[src/rtl/audio_pkg.sv]
// Shared constants and elaboration-time helpers for the TDM/I2S audio master.
package audio_pkg;

  localparam logic MODE_I2S = 1'b0;
  localparam logic MODE_TDM = 1'b1;

  function automatic int clog2(input int v);
    int r;
    r = 0;
    while ((1 << r) < v) r++;
    return r;
  endfunction

  // Serial bits per frame (F).
  function automatic int frame_bits(input int nch, input int slot_w);
    return nch * slot_w;
  endfunction

  // Width of a 0..DEPTH occupancy count.
  function automatic int level_w(input int depth);
    return clog2(depth) + 1;
  endfunction

endpackage

[src/rtl/audio_frame_fifo.sv]
// Synchronous show-ahead frame FIFO; pointers carry one extra wrap bit so
// full/empty/level fall straight out of the pointer difference.
module audio_frame_fifo
  import audio_pkg::*;
#(
  parameter int WIDTH = 48,
  parameter int DEPTH = 16
) (
  input  logic                   i_clk,
  input  logic                   i_reset,
  input  logic                   i_wr,
  input  logic [WIDTH-1:0]       i_wdata,
  input  logic                   i_rd,
  output logic [WIDTH-1:0]       o_rdata,
  output logic                   o_full,
  output logic                   o_empty,
  output logic [clog2(DEPTH):0]  o_level
);
  localparam int AW = clog2(DEPTH);

  logic [WIDTH-1:0] r_mem [DEPTH];
  logic [AW:0]      r_wptr;
  logic [AW:0]      r_rptr;
  logic             w_wr;
  logic             w_rd;

  assign w_wr = i_wr && !o_full;
  assign w_rd = i_rd && !o_empty;

  always_ff @(posedge i_clk) begin
    if (i_reset) begin
      r_wptr <= '0;
      r_rptr <= '0;
    end else begin
      if (w_wr) r_wptr <= r_wptr + 1'b1;
      if (w_rd) r_rptr <= r_rptr + 1'b1;
    end
  end

  always_ff @(posedge i_clk) begin
    if (w_wr) r_mem[r_wptr[AW-1:0]] <= i_wdata;
  end

  assign o_rdata = r_mem[r_rptr[AW-1:0]];
  assign o_empty = (r_wptr == r_rptr);
  assign o_full  = (r_wptr[AW] != r_rptr[AW]) && (r_wptr[AW-1:0] == r_rptr[AW-1:0]);
  assign o_level = r_wptr - r_rptr;

endmodule

[src/rtl/tdm_audio_master.sv]
// N-channel I2S/TDM serial audio master: frame FIFO, clock-enable BCLK divider,
// frame-wide output shift register and sticky underrun/overflow flags.
module tdm_audio_master
  import audio_pkg::*;
#(
  parameter int NUM_CH       = 2,
  parameter int SAMPLE_WIDTH = 24,
  parameter int SLOT_WIDTH   = 32,
  parameter int FIFO_DEPTH   = 16,
  parameter int BCLK_DIV     = 8
) (
  input  logic                              clk,
  input  logic                              reset,
  input  logic                              enable,
  input  logic                              mode_tdm,
  input  logic [NUM_CH*SAMPLE_WIDTH-1:0]    frame_in,
  input  logic                              write_frame,
  output logic                              full,
  output logic [clog2(FIFO_DEPTH):0]        level,
  output logic                              underrun,
  output logic                              overflow,
  input  logic                              clear_flags,
  output logic                              bclk,
  output logic                              lrclk,
  output logic                              sdata
);
  localparam int F       = frame_bits(NUM_CH, SLOT_WIDTH);
  localparam int FW      = NUM_CH * SAMPLE_WIDTH;
  localparam int DW      = (clog2(BCLK_DIV) < 1) ? 1 : clog2(BCLK_DIV);
  localparam int PW      = clog2(F);
  localparam int LEVEL_W = level_w(FIFO_DEPTH);

  logic [DW-1:0]      r_div_cnt;
  logic [PW-1:0]      r_pos;
  logic [F-1:0]       r_sr;
  logic               r_run;
  logic               r_tdm;
  logic               r_sdata;
  logic               r_lrclk;
  logic               r_underrun;
  logic               r_overflow;

  logic [FW-1:0]      w_head;
  logic               w_full;
  logic               w_empty;
  logic [LEVEL_W-1:0] w_level;
  logic [F-1:0]       w_load;
  logic               w_wrap;
  logic               w_start;
  logic [PW-1:0]      w_pos_nxt;
  logic               w_bound;
  logic               w_tdm_nxt;
  logic               w_pop;
  logic               w_lr_nxt;

  audio_frame_fifo #(.WIDTH(FW), .DEPTH(FIFO_DEPTH)) u_fifo (
    .i_clk   (clk),
    .i_reset (reset),
    .i_wr    (write_frame),
    .i_wdata (frame_in),
    .i_rd    (w_pop),
    .o_rdata (w_head),
    .o_full  (w_full),
    .o_empty (w_empty),
    .o_level (w_level)
  );

  // Left-justify each sample in its slot; ch0 lands in the top slot.
  always_comb begin
    w_load = '0;
    if (!w_empty) begin
      for (int c = 0; c < NUM_CH; c++)
        w_load[F-1-c*SLOT_WIDTH -: SAMPLE_WIDTH] = w_head[FW-1-c*SAMPLE_WIDTH -: SAMPLE_WIDTH];
    end
  end

  // A BCLK period starts on the first running edge or when div_cnt wraps;
  // registered sdata/lrclk then change together with the bclk fall.
  assign w_wrap    = (r_div_cnt == DW'(BCLK_DIV - 1));
  assign w_start   = enable && (!r_run || w_wrap);
  assign w_pos_nxt = (!r_run || r_pos == PW'(F - 1)) ? '0 : r_pos + 1'b1;
  assign w_bound   = w_start && (w_pos_nxt == '0);
  assign w_tdm_nxt = w_bound ? mode_tdm : r_tdm;
  assign w_pop     = w_bound && !w_empty;
  assign w_lr_nxt  = (w_tdm_nxt == MODE_TDM) ? (w_pos_nxt == '0) : (w_pos_nxt >= PW'(F / 2));

  always_ff @(posedge clk) begin
    if (reset || !enable) begin
      r_run     <= 1'b0;
      r_div_cnt <= '0;
      r_pos     <= '0;
      r_sr      <= '0;
      r_sdata   <= 1'b0;
      r_lrclk   <= 1'b0;
      if (reset) r_tdm <= MODE_I2S;
    end else begin
      r_run     <= 1'b1;
      r_div_cnt <= (!r_run || w_wrap) ? '0 : r_div_cnt + 1'b1;
      if (w_start) begin
        r_pos   <= w_pos_nxt;
        r_tdm   <= w_tdm_nxt;
        r_sdata <= r_sr[F-1];
        r_lrclk <= w_lr_nxt;
        r_sr    <= w_bound ? w_load : {r_sr[F-2:0], 1'b0};
      end
    end
  end

  // Set beats clear when both land in the same cycle.
  always_ff @(posedge clk) begin
    if (reset) begin
      r_underrun <= 1'b0;
      r_overflow <= 1'b0;
    end else begin
      if (w_bound && w_empty) r_underrun <= 1'b1;
      else if (clear_flags)   r_underrun <= 1'b0;
      if (write_frame && w_full) r_overflow <= 1'b1;
      else if (clear_flags)      r_overflow <= 1'b0;
    end
  end

  assign bclk     = (r_div_cnt >= DW'(BCLK_DIV / 2));
  assign lrclk    = r_lrclk;
  assign sdata    = r_sdata;
  assign full     = w_full;
  assign level    = w_level;
  assign underrun = r_underrun;
  assign overflow = r_overflow;

endmodule

[config.mk]
export PLATFORM = sky130hd
export DESIGN_NAME = tdm_audio_master
export DESIGN_NICKNAME = d
export VERILOG_FILES = /design/src/rtl/audio_pkg.sv /design/src/rtl/audio_frame_fifo.sv /design/src/rtl/tdm_audio_master.sv
export SDC_FILE = /design/constraint.sdc
export NUM_CORES = 1
export LEC_CHECK = 0
export CELL_PAD_IN_SITES_DETAIL_PLACEMENT = 0
export CELL_PAD_IN_SITES_GLOBAL_PLACEMENT = 1
export CORE_UTILIZATION = 58
export CTS_BUF_LIST = sky130_fd_sc_hd__clkbuf_16
export CTS_CLUSTER_DIAMETER = 40
export DETAILED_ROUTE_END_ITERATION = 10
export PLACE_DENSITY_LB_ADDON = 0.1
export SLEW_MARGIN = 10
export SYNTH_ARGS = -nofsm -noshare
export SYNTH_HDL_FRONTEND = slang
export SYNTH_SLANG_ARGS = --single-unit
[constraint.sdc]
create_clock -name clk -period 11.93 [get_ports clk]
set_input_delay 2.386 -clock clk [delete_from_list [all_inputs] [get_ports clk]]
set_output_delay 2.386 -clock clk [all_outputs]
set_load 0.05 [all_outputs]
# == Word-level counts from Yosys, hierarchy flattened ==
# Memories as Yosys holds them, arrays and structs flattened. A register that Yosys moved wholly into a read port is not among the register bits.
# Index checks and enable logic that the tools add are counted.
# op_classes
magnitude_cmp,2
addsub,5
muxes,17
n_eq_ne,6
reduce_logical,21
# ops
operator,n
64-bit 2-to-1 mux,1
24-bit 2-to-1 mux,2
1-bit 2-to-1 mux,11
5-bit by 1-bit adder with 5-bit output (second input constant),2
1-bit logical AND,8
4-bit 2-to-1 mux,2
6-bit by 1-bit adder with 6-bit output (second input constant),1
6-bit equality test (second input constant),1
6-bit >= comparator (second input constant),1
6-bit zero test,1
6-bit 2-to-1 mux,1
2-bit nonzero test,3
5-bit equality test,1
5-bit subtractor,1
4-bit equality test,1
1-bit zero test,4
3-bit by 1-bit adder with 3-bit output (second input constant),1
3-bit equality test (second input constant),1
3-bit >= comparator (second input constant),1
1-bit logical OR,3
2-bit != test (second input constant),1
2-bit AND reduction,1
2-bit OR reduction,1
1-bit != test,1
# word_totals
mem_count,1
ff_bits,89
ramBits,768
elab_cells,63
out_inout_bits,11
input_bits,54
# mem_list
name,depth,width,read_ports,rd_ports_with_merged_regs,wr,line,rtl
u_fifo.r_mem,16,48,1,1,1,audio_frame_fifo.sv:21,logic [WIDTH-1:0] r_mem [DEPTH];

# == Longest topological paths before layout ==
# logic_depth
ltp_word,9
depth_mapped,10
mapped_depth_nobuf,7

# == Hierarchy ==
# From an unflattened synthesis, not the netlist that was laid out.
# unflattened
hier_cells,1666
area_unflattened_um2,32894.0
# modules_own_cells
module,n_inst,area_each_um2,seq_area_each_um2,cells_per_inst
audio_frame_fifo,1,29478.3,23342.4,1277
tdm_audio_master,1,3415.8,1431.4,389

# == Least setup slack after synthesis ==
# Ideal clock, no wire load.
# synth_path
path_type,in2reg
startpoint,in write_frame
endpoint,"mem u_fifo.r_mem[3][0], enable pin"
t_arrival_ns,6.161
setup_slack_ns,5.256
cell_stages,3
required_ns,11.417
n_path_buf,0
cell_sequence,a21boi_2 nand2_1 nor3_1
# synth_between
elab_chain_cells,3
# synth_rtl
element,line,rtl
"start, declared",tdm_audio_master.sv:17,"input logic write_frame,"
1-bit logical AND,audio_frame_fifo.sv:27,assign w_wr = i_wr && !o_full;
1-bit 2-to-1 mux,audio_frame_fifo.sv:41,if (w_wr) r_mem[r_wptr[AW-1:0]] <= i_wdata;
1-bit 2-to-1 mux (not written as such),audio_frame_fifo.sv:41,
"end, declared",audio_frame_fifo.sv:21,
# Every way passes these cells.

# == Final worst setup path ==
# layout_path
startpoint,reg u_fifo.r_wptr[0]
endpoint,out level[4]
# layout_between
elab_chain_cells,1
# layout_rtl
element,line,rtl
"start, declared",audio_frame_fifo.sv:22,logic [AW:0] r_wptr;
"start signal, assigned",audio_frame_fifo.sv:35,if (w_wr) r_wptr <= r_wptr + 1'b1;
5-bit subtractor,audio_frame_fifo.sv:47,assign o_level = r_wptr - r_rptr;
"end, declared",tdm_audio_master.sv:19,"output logic [clog2(FIFO_DEPTH):0] level,"
# Every way passes these cells.

==> impl_results.md <==
* Status: complete, no violations
* Detail Route met2 WL at 36500 um
* Post-synth top area cell: edfxtp_1
* Netlist cell types at 58
* Post-synthesis sequential area ratio at 73.7%
* CTS tree: yes
* First drt pass iteration count at 5
* Multi-input gate area at 8240 um2
* Initial antenna violation count at 2
* Synthesized Nets at 1855
* Slowest stage delay, CP at 0.82 ns
* Leakage at 0.0121 uW
* Wl on met1 at 33700 um
* Clock Pin Slew Worst Setup and Hold Paths at 0.06 ns
* Total GRT Usage at 26.4%
* Largest net degree at the start of global routing at 59
* Setup TNS at 0 ns
* Clk sink count at 853
* Crit path from: u_fifo.r_wptr[0]
* Least-Margin Pin Slew at 1.15 ns
* EDFF count, synth at 769
* Chip height at 243 um
* Core area at 56800 um2
* Initial core utilization at 59.1%
* Met3 routed WL at 4780 um
* Mux contribution to synthesized area at 13.2%
* Top sig layer: met5
* Min-Delay Startpoint: r_div_cnt[0]
* Routed len/inst at 28.1 um
* Final estimated routing congestion in global placement at 0.829
* Hold Vio Cnt, Final at 0
* Yosys warnings at 0
* Final HPWL DP at 40500 um
* Yosys reg bits at 853
* Most frequent cells in the layout: edfxtp_1 (769), mux2i_1 (141), mux4_2 (132), clkbuf_16 (109), dfxtp_1 (80)
* Post-synthesis xor/xnor area fraction at 0.261%
* RSZ-0062 raised after global routing: no
* First-pass GRT wire length at 113000 um
* Fin crit period at 5.39 ns
* Worst Path Max Fanout at 5
* Vias in the first global route at 17.6k
* Critical path class: reg2out
* Syn Inst Count at 1787
* Adder-cell share of the synthesized area at 0.544%
* H-tree depth at 3
* Final period utilization at 45.2%
* Post-route ant nets at 0
* Fmax at 0.186 GHz
* Placement Rows at 87
* WP data arrival at 3.00 ns
* # port buffers at 64
* DRC Markers at 0
* CTS resizes at 0
* Worst-Skew Late Latency at 0.66 ns
* Most common cell after layout, fill and taps aside: edfxtp_1
* Critical Path RT at 9.54 ns
* Via count at 17.5k
* Synth Area in Simple Gates at 2.42%
* Setup Buffers After CTS at 0
* Nets@finish at 1946
* Leading post-synthesis cells by cell area: edfxtp_1 (69%), mux4_2 (8.8%), dfxtp_1 (5.0%), mux2i_1 (4.2%), a221oi_2 (1.5%)
* CP endpoint kind: primary output
* Critical-path cell list: inv_1 -> ha_1 -> fa_1 -> inv_1 -> a21o_1 -> a21oi_1 -> xor2_1 -> clkdlybuf4s50_1
* Normalized max-slew margin at 23.3%
* Share of cells above drive strength 1 at 21.1%
* Reg area at 24800 um2
* PwrDens at 181 nW/um2
* Iter 0 DRT Violations at 1659
* CP top delay family: buffers and inverters
* Synth Area in Compound Gates at 7.66%
* Main flop type after synthesis: edfxtp_1
* CP Launch Type: flop
* Main combinational cell family by area after synthesis: multiplexers
* CTS root buf: clkbuf_16
* Clk buf depth at 3
* Max_cap viols at 0
* Avg Vias per Cell at 6.41
* Slowest cell on the critical path: clkdlybuf4s50_1
* Fin area at 38700 um2
* Top cell type's share of synthesized area at 68.7%
* DP Area at 35000 um2
* Fill cell count at 3717
* Worst hold path type: reg2reg
* Num CTS Buffers at 106
* Max VDD drop at 0.146 mV
* GRT Residual Overflow at 0
* Mapped Area at 33600 um2
* Slew Limit Fails at 0
* Die area at 58900 um2
* DIE WIDTH at 243 um
* Clock Skews at 0.0272 ns
* I/O pin total at 65
* Worst Path Buf+Inv at 3
* Avg Cell Area, Syn at 18.8 um2
* CTS Hold Buffers Added at 0
* Async set-or-reset flop fraction in the synthesized netlist at 0%
* Area delta synth->final at 15.0%
* Most frequent CP cell: inv_1
* Total wire length at 76600 um
* Final setup vio count at 0
==> per-stage QoR <==
step | setup WS (ns) | hold slack [ns] | util, % | std cells | total power [uW]
2_1_floorplan | 5.26 | 0.432 | - | 1787 | 3650
3_3_place_gp | 6.51 | 0.447 | 61.6 | 2526 | 3790
5_1_grt | 6.40 | 0.501 | 68.0 | 2726 | 7170
4_1_cts | 6.50 | 0.463 | 68.0 | 2726 | 7040
3_5_place_dp | 6.44 | 0.455 | 61.6 | 2526 | 3800
6_report | 6.54 | 0.459 | 68.0 | 2728 | 7000
==> report_power, final <==
part | internal (uW) | switching [uW]
clock network | 2000 | 1270
logic | 159 | 248
registers | 3300 | 25.8
total | 5460 | 1540
==> routing by layer <==
metal | vias to the layer above | track usage, %
met5 | - | 0
met4 | 2 | 7.12
met3 | 124 | 4.28
met2 | 562 | 41.5
met1 | 9219 | 38.9
li1 | 7566 | -
==> cell families after synthesis <==
logic type,after synthesis
compound gates,332
xor+xnor,10
fa+ha+maj,14
buf+inv,144
flops,853
mux,278
simple gates,156
==> registers in the layout, indices dropped and copies added (netlist names), 3 cells and up, named ones only <==
name           cells
r_pos              6
u_fifo.r_mem     768
u_fifo.r_rptr      5
u_fifo.r_wptr      5
r_sr              56
r_div_cnt          3
==> worst paths after layout <==
| kind | endpoint | slack [ns] | cells after the start |
|---|---|---|---|
| min | r_div_cnt[0] | 0.46 | 1 |
| max | level[4] | 6.54 | 8 |
| max reg2reg | r_sr[10] | 7.25 | 7 |
| min reg2reg | r_div_cnt[0] | 0.46 | 1 |
==> worst reg2reg max path: stages (launching register included) <==
cell and delay [ns]:
dfxtp_4 0.75, buf_4 0.83, buf_4 0.98, buf_4 0.83, mux4_2 0.62, a22oi_1 0.21, a21o_1 0.24, a221oi_2 0.08
==> cell type report <==
type | count | share of cell area, %
diodes | 2 | 0.0129
clock buffers | 109 | 7.06
clock inverters | 91 | 2.44
inverters | 29 | 0.282
multi-input cells | 790 | 21.3
flip-flops and latches | 853 | 64.1
well taps | 756 | 2.45
repair buffers | 98 | 2.32
==> synthesized netlist by cell type (5+ instances only) <==
master	count
ha_1	13
a21oi_1	45
nor2_1	42
a31oi_1	9
nor3_1	23
nand2b_1	15
nand2_1	21
buf_1	11
o31ai_1	15
xor2_1	6
a21o_1	30
nand4_1	6
a211oi_1	11
o21ai_1	13
nor2b_1	5
nand3_1	6
a221oi_1	36
a221oi_2	34
a221o_1	12
mux4_2	132
mux2i_1	141
o22ai_1	11
clkbuf_1	59
o211ai_1	7
and2_1	9
buf_6	19
a22oi_1	29
edfxtp_1	769
inv_1	28
dfxtp_1	84
mux2_2	5
a32oi_1	9
buf_4	8
buf_2	18
nor3b_1	17
o21ai_0	56
(Power assumes the default switching activity.)
